--- src/rtl/fifo_param.sv ---
// fifo_param: parametrised synchronous FIFO with almost-full/empty thresholds and a
// registered last-operation status. Macro FIFO_SIMUL_RW_EN enables simultaneous read+write.
`default_nettype none

module fifo_param #(
    parameter int DATA_WIDTH = 32,
    parameter int DEPTH      = 8,
    parameter int AFULL_TH   = 7,
    parameter int AEMPTY_TH  = 1,
    localparam int AW        = $clog2(DEPTH),
    localparam int CW        = AW + 1
) (
    input  logic                  clk,
    input  logic                  reset_n,
    input  logic                  wr_en,
    input  logic [DATA_WIDTH-1:0] din,
    input  logic                  rd_en,
    output logic [DATA_WIDTH-1:0] dout,
    output logic                  full,
    output logic                  empty,
    output logic                  almost_full,
    output logic                  almost_empty,
    output logic                  wr_ack,
    output logic                  wr_err,
    output logic                  rd_ack,
    output logic                  rd_err,
    output logic [CW-1:0]         data_count,
    output logic [2:0]            state
);

    typedef enum logic [2:0] {
        S_INIT   = 3'b000,
        S_WRITE  = 3'b001,
        S_READ   = 3'b010,
        S_RDWR   = 3'b011,
        S_NO_OP  = 3'b100,
        S_WR_ERR = 3'b101,
        S_RD_ERR = 3'b110
    } state_e;

    state_e                  state_q, state_d;
    logic [AW-1:0]           head_q, head_d;
    logic [AW-1:0]           tail_q, tail_d;
    logic [CW-1:0]           count_q, count_d;
    logic [DATA_WIDTH-1:0]   dout_q, dout_d;
    logic                    wr_ack_q, wr_ack_d;
    logic                    wr_err_q, wr_err_d;
    logic                    rd_ack_q, rd_ack_d;
    logic                    rd_err_q, rd_err_d;
    logic                    do_wr, do_rd;
    logic                    is_full, is_empty;
    logic [DATA_WIDTH-1:0]   mem_q [DEPTH];

    assign is_full  = (count_q == CW'(DEPTH));
    assign is_empty = (count_q == '0);

    always_comb begin
        state_d  = S_NO_OP;
        do_wr    = 1'b0;
        do_rd    = 1'b0;
        wr_ack_d = 1'b0;
        wr_err_d = 1'b0;
        rd_ack_d = 1'b0;
        rd_err_d = 1'b0;
        case ({wr_en, rd_en})
            2'b10: begin
                if (is_full) begin
                    state_d  = S_WR_ERR;
                    wr_err_d = 1'b1;
                end else begin
                    state_d  = S_WRITE;
                    do_wr    = 1'b1;
                    wr_ack_d = 1'b1;
                end
            end
            2'b01: begin
                if (is_empty) begin
                    state_d  = S_RD_ERR;
                    rd_err_d = 1'b1;
                end else begin
                    state_d  = S_READ;
                    do_rd    = 1'b1;
                    rd_ack_d = 1'b1;
                end
            end
            2'b11: begin
`ifdef FIFO_SIMUL_RW_EN
                // Empty and full are exclusive since DEPTH >= 2; the blocked side errors.
                if (is_empty) begin
                    state_d  = S_WRITE;
                    do_wr    = 1'b1;
                    wr_ack_d = 1'b1;
                    rd_err_d = 1'b1;
                end else if (is_full) begin
                    state_d  = S_READ;
                    do_rd    = 1'b1;
                    rd_ack_d = 1'b1;
                    wr_err_d = 1'b1;
                end else begin
                    state_d  = S_RDWR;
                    do_wr    = 1'b1;
                    do_rd    = 1'b1;
                    wr_ack_d = 1'b1;
                    rd_ack_d = 1'b1;
                end
`else
                state_d = S_NO_OP;
`endif
            end
            default: state_d = S_NO_OP;
        endcase
    end

    always_comb begin
        head_d  = do_rd ? head_q + AW'(1) : head_q;
        tail_d  = do_wr ? tail_q + AW'(1) : tail_q;
        count_d = count_q + CW'(do_wr) - CW'(do_rd);
        dout_d  = do_rd ? mem_q[head_q] : dout_q;
    end

    always_ff @(posedge clk or negedge reset_n) begin
        if (!reset_n) begin
            state_q  <= S_INIT;
            head_q   <= '0;
            tail_q   <= '0;
            count_q  <= '0;
            dout_q   <= '0;
            wr_ack_q <= 1'b0;
            wr_err_q <= 1'b0;
            rd_ack_q <= 1'b0;
            rd_err_q <= 1'b0;
        end else begin
            state_q  <= state_d;
            head_q   <= head_d;
            tail_q   <= tail_d;
            count_q  <= count_d;
            dout_q   <= dout_d;
            wr_ack_q <= wr_ack_d;
            wr_err_q <= wr_err_d;
            rd_ack_q <= rd_ack_d;
            rd_err_q <= rd_err_d;
        end
    end

    // Storage is not reset; contents are only observable after a write.
    always_ff @(posedge clk) begin
        if (do_wr) begin
            mem_q[tail_q] <= din;
        end
    end

    assign dout         = dout_q;
    assign full         = is_full;
    assign empty        = is_empty;
    assign almost_full  = (count_q >= CW'(AFULL_TH));
    assign almost_empty = (count_q <= CW'(AEMPTY_TH));
    assign wr_ack       = wr_ack_q;
    assign wr_err       = wr_err_q;
    assign rd_ack       = rd_ack_q;
    assign rd_err       = rd_err_q;
    assign data_count   = count_q;
    assign state        = state_q;

endmodule

`default_nettype wire

--- config.mk ---
export PLATFORM = sky130hd
export DESIGN_NAME = fifo_param
export DESIGN_NICKNAME = d
export VERILOG_FILES = /design/src/rtl/fifo_param.sv
export SDC_FILE = /design/constraint.sdc
export NUM_CORES = 1
export LEC_CHECK = 0
export BUFFER_PORTS_ARGS = -buffer_cell sky130_fd_sc_hd__buf_4
export CORE_MARGIN = 5
export CORE_UTILIZATION = 36
export DETAILED_ROUTE_END_ITERATION = 12
export HOLD_SLACK_MARGIN = 0.06
export PLACE_DENSITY = 0.6
export SLEW_MARGIN = 20
export SYNTH_ARGS = -nofsm -noshare
export SYNTH_HDL_FRONTEND = slang
export SYNTH_SLANG_ARGS = --single-unit
--- constraint.sdc ---
create_clock -name clk -period 4.3 [get_ports clk]
set_input_delay 0.645 -clock clk [delete_from_list [all_inputs] [get_ports clk]]
set_output_delay 0.645 -clock clk [all_outputs]
set_load 0.02 [all_outputs]
==> results of run 1 <==
## per-layer routing
| metal | vias up | wire length [µm] | track usage (%) |
|---|---|---|---|
| met5 | - | 0 | 0 |
| met4 | 0 | 334 | 2.376 |
| met3 | 26 | 1009 | 2.611 |
| met2 | 113 | 11060 | 20.52 |
| met1 | 3074 | 11580 | 18.98 |
| li1 | 2821 | - | - |
## power breakdown
part	leakage, nW	internal (mW)	switching [mW]
registers	2.91	3.61	0.326
logic	1.66	1.11	1.42
clock network	0.502	1.57	1.08
total	5.07	6.29	2.82
## Yosys cell counts, drive strengths merged, types with 5 or more instances
cell type | n | area [µm²]
o21ai | 32 | 160.2
mux2i | 64 | 640.6
edfxtp | 256 | 7687
mux2 | 66 | 743.2
dfrtp | 49 | 1226
o22ai | 32 | 200.2
o31ai | 32 | 240.2
clkbuf | 19 | 71.32
inv | 13 | 48.80
a22o | 33 | 289.0
buf | 18 | 147.6
xnor2 | 5 | 43.79
ha | 12 | 150.1
nor2 | 5 | 18.77
## cell type report
cell class / count / area [µm²]
clock buffers: 35 / 799.5
well taps: 442 / 553.0
clock inverters: 21 / 216.5
flip-flops and latches: 305 / 8917
multi-input cells: 310 / 2748
inverters: 13 / 48.80
fillers: 2923 / 18500
repair buffers: 99 / 755.7
## worst max path at each step
stage               cells after the start  slack (ns)           to
global placement                        5        1.53  mem_q[5][5]
finish                                  5        1.44        empty
CTS                                     5        1.42        empty
floorplan                               5        0.39  mem_q[2][0]
global route                            5        1.30        empty
detailed placement                      5        1.53  mem_q[5][5]
## registers in the layout, indices dropped and copies added, names as in the netlist
register    count
mem_q         256
dout           32
data_count      4
head_q          3
state           3
tail_q          3
rd_ack          1
rd_err          1
wr_ack          1
wr_err          1
## worst max-delay path: stages (launching register included)
cell,delay [ns]
dfrtp_1,0.40
inv_1,0.13
ha_1,0.25
nor3b_4,0.22
buf_4,0.42
buf_4,0.24
## stage by stage
stage               hold slack [ns]  power [mW]  util (%)  instances
CTS                          0.1669       9.234     43.15       1225
global route                 0.2015       9.592     43.15       1225
floorplan                    0.3494       5.685         -        665
detailed placement           0.5016       6.575     40.02       1169
global placement             0.4988       6.534     40.02       1169
finish                       0.1646       9.114     43.15       1225
## cell families (layout without fill, tap and decap cells)
logic type | count (synthesis) | in the layout | share of synthesized area (%)
buffers and inverters | 50 | 168 | 2.257
xor gates and xnor gates | 6 | 6 | 0.4429
AOI/OAI and AO/OA | 134 | 134 | 7.751
adders and majority gates | 13 | 13 | 1.434
muxes | 130 | 130 | 11.66
DFF | 305 | 305 | 75.13
and+or+nand+nor | 27 | 27 | 1.318
==> impl_metrics.yaml, run 1 <==
logic_synthesis:
  ys_warn_count: 0
  syn-cell-area_um2: 11860
  syn_inst: 665
  yosysUniqueCellTypes: 34
  synth_area_per_cell_um2: 17.84
  syn-num-nets: 714
  synth_edf_count: 256
  yosysSeqAreaShare_pct: 75.13
  synth-seq-cells: 305
  ys_async_sr_fraction_pct: 16.07
  synthFlopType: "edfxtp_1"
die:
  die_h_um: 191.5
  die_x_um: 191.5
  io_pins: 83
  fp.coreArea_um2: 32540
  die-area_um2: 36690
  start_util_pct: 36.46
  rows: 66
cts:
  ctsResizeCount: 0
  cts_sinks: 305
  worstSkewPairLatency_ns: 0.55
  clk_pin_slew_ns: 0.06
  cts_tree: "yes"
  postCtsSetupBuffers: 0
  cts_root_buf: "clkbuf_16"
  clockBufferDepth: 3
  holdBufCountCts: 0
  htreeDepth: 1
  cts_inserted_buffers: 30
finish:
  syn_to_final_growth_pct: 18.33
  finalNetCount: 808
  stdcell_area_um2: 14040
  layout_common_cells: "edfxtp_1, buf_4, mux2i_1, dfrtp_1, mux2_2"
  diodes: 0
  drive_gt1_share_pct: 25.80
  final_common_cell: "edfxtp_1"
critical_path:
  r2r_end: "data_count[2]"
  rr_worst_depth: 10
  path_class: "register to primary output"
  ff2ff_setup_slack_ns: 1.67
  crit_arrival_ns: 2.22
  crit_fanout: 35
  setup.worst_path.start_class: "register"
  critPathRequiredTime_ns: 3.65
  worstSetupStartpoint: "data_count[3]"
  cp-end-kind: "primary output"
  timing.rr.start: "data_count[2]"
global_route:
  grt_pass1_wl_um: 37180
  grt_max_degree: 60
  grt_use_total_pct: 13.00
  grt_pass1_vias: 6134
  grt-ovfl-total: 0
  antenna_found_initial: 0
timing:
  drv_slew: 0
  period_minus_slack_ns: 2.861
  timing.fmax_mhz: 349.6
  final.setup.tns_ns: 0
  worst_pin_slew_ns: 1.082
  period_share_pct: 66.53
  worst_clock_skew_ns: 0.02298
  rsz0062_at_grt: "no"
  slew_headroom_pct: 27.43
  finalWorstSetupSlack_ns: 1.439
  setup_viol: 0
  final_hold_viol_count: 0
routing:
  wire_per_inst_um: 19.58
  vias_per_cell: 4.926
  vias: 6034
  drc: 0
  drt_first_pass_iters: 4
  drt_iter0_markers: 302
  antenna_left: 0
  wirelength_um: 23990
pwr:
  ir_drop_mv: 0.3427
  p_leak_nw: 5.070
  p_per_area_nw_per_um2: 649.2
placement:
  gp_congestion: 0.6902
  io_buffer_count: 82
  placed_area_um2: 13020
  place_ws_ns: 1.532
  place_hpwl_um: 14300
worst_hold_path:
  hold_path_class: "input pin to asynchronous set/reset pin"
flow_run:
  max_cap_viol_count: 0
status:
  status: "finished, final reports clean"
Power figures use the tool's default switching activity.
==> inputs of run 2 (changes only) <==
PLACE_DENSITY = 0.58   (was 0.6)
clock period = 2.8 ns   (was 4.3 ns; I/O delays follow)
==> run 2 against run 1 <==
First-iteration DRC count grew 27%. Cell count is 0.49% higher. Clock power up 43%. Non-clock buffer count rose by 6. Sequential cell count unchanged. Utilization increased by 0.33 points. Die area unchanged. Via count increased by 1.5%. Sequential power rose by 53%. Sequential share of layout area decreased by 0.48 points. Global-route usage is 0.52 points higher. Clock-buffer cell count increased by 10. Largest cell class unchanged.
==> impl_metrics.yaml, run 2 (same netlist as run 1, synthesis figures left out) <==
critical_path:
  crit_fanout: 35
  r2r_end: "data_count[2]"
  path_cells: "inv_1 > ha_1 > nor3b_4 > buf_4 > buf_4"
  ff2ff_setup_slack_ns: 0.38
  timing.rr.start: "data_count[2]"
  cp_slowest_cell: "buf_4"
  path_depth: 5
  cp-endpoint: "empty"
  path_class: "register to primary output"
  worstSetupStartpoint: "data_count[2]"
  crit_arrival_ns: 2.18
  cp-end-kind: "primary output"
  critPathRequiredTime_ns: 2.38
  rr_worst_depth: 10
  crit_family: "buffers and inverters"
  setup.worst_path.start_class: "register"
  slowest_delay_ns: 0.42
  cpMostUsedCell: "buf_4"
  path_buf_inv: 3
cts:
  clk_pin_slew_ns: 0.06
  worstSkewPairLatency_ns: 0.54
  cts_tree: "yes"
  cts_sinks: 305
  cts_inserted_buffers: 30
  cts_root_buf: "clkbuf_16"
  htreeDepth: 1
  ctsResizeCount: 0
  clockBufferDepth: 3
finish:
  multiInputGateArea_um2: 2773
  drive_gt1_share_pct: 25.73
  fillers: 2920
  top_register: "mem_q"
  largest_reg_flops: 256
  stdcell_count: 1231
  final_common_cell: "edfxtp_1"
  layout_common_cells: "edfxtp_1, buf_4, mux2i_1, dfrtp_1, mux2_2"
  stdcell_area_um2: 14150
  syn_to_final_growth_pct: 19.24
  finalNetCount: 814
  diodes: 0
  final-seq-area_um2: 8917
die:
  io_pins: 83
  rows: 66
  die-area_um2: 36690
  die_h_um: 191.5
  fp.coreArea_um2: 32540
  start_util_pct: 36.46
  die_x_um: 191.5
placement:
  io_buffer_count: 82
  place_hpwl_um: 13550
  placed_area_um2: 13200
  dp_cells: 1174
  gp_congestion: 0.6689
routing:
  drt_iter0_markers: 384
  drt_first_pass_iters: 4
  wirelength_um: 24820
  antenna_left: 0
  wire_per_inst_um: 20.16
  drc: 0
  vias: 6126
  vias_per_cell: 4.976
global_route:
  grt_pass1_vias: 6341
  grt_max_degree: 50
  grt-ovfl-total: 0
  grt_use_total_pct: 13.52
  antenna_found_initial: 0
  grt_pass1_wl_um: 38210
timing:
  timing.fmax_mhz: 384.8
  period_share_pct: 92.80
  period_minus_slack_ns: 2.598
  whs_ns: 0.1117
  final_hold_viol_count: 0
  worst_clock_skew_ns: 0.007561
  slew_headroom_pct: 49.95
  setup_viol: 0
  rsz0062_at_grt: "no"
  worst_pin_slew_ns: 0.7507
  drv_slew: 0
pwr:
  p_seq_share_pct: 43.3
  ir_drop_mv: 0.6297
  p_per_area_nw_per_um2: 980.7
  p_clk_share_pct: 27.4
  sw_frac_of_total_pct: 31.25
  intPower_mw: 9.537
  combinationalPowerShare_pct: 29.4
  switchingPower_mw: 4.336
  p_leak_nw: 5.103
  p_total_mw: 13.87
worst_hold_path:
  hold_start: "din[2]"
  hold_path_class: "input pin to register"
status:
  status: "finished, final reports clean"
flow_run:
  max_cap_viol_count: 0
-- run 2: how the worst min path moves through the flow --
stage | slack, ns | cells after the start | endpoint
finish | 0.11 | 1 | mem_q[0][2]
global route | 0.1 | 1 | mem_q[6][15]
CTS | 0.08 | 1 | mem_q[0][18]
detailed placement | 0.51 | 2 | dout[23]
global placement | 0.50 | 2 | dout[23]
floorplan | 0.12 | 0 | data_count[0]
-- run 2: final cells by class --
| class | count | area share (%) |
|---|---|---|
| clock inverter | 11 | 0.5661 |
| inverter | 13 | 0.3449 |
| timing repair buffer | 105 | 6.474 |
| clock buffer | 45 | 6.068 |
| multi-input combinational | 310 | 19.60 |
| tap | 442 | 3.909 |
| sequential | 305 | 63.04 |
-- run 2: timing repair --
action                    CTS  global route
buffers inserted            0             0
hold buffers                1             0
hold endpoints to repair   49             0
-- run 2: stage by stage --
stage,TNS [ns],utilization [%],setup WS [ns]
2_1_floorplan,-37.00,-,-0.2117
3_3_place_gp,0,40.56,0.4559
3_5_place_dp,0,40.56,0.3875
4_1_cts,0,43.48,0.1640
5_1_grt,0,43.48,0.07922
6_report,0,43.48,0.2015
-- run 2: power groups by stage --
stage	clock, mW	combinational, mW	sequential (mW)
global route	4.11	4.41	6.08
detailed placement	0	4.15	6.10
global placement	0	4.13	6.09
floorplan	0	2.52	6.22
finish	3.80	4.07	6.00
CTS	3.91	4.16	6.02
-- run 2: routing by layer --
layer  global-route usage (%)  share of wire [%]  vias to the layer above
li1                         -                  -                     2833
met1                    19.09                 47                     3153
met2                    22.17                 48                      104
met3                    2.191                3.7                       36
met4                    3.039                1.9                        0
met5                        0                  0                        -
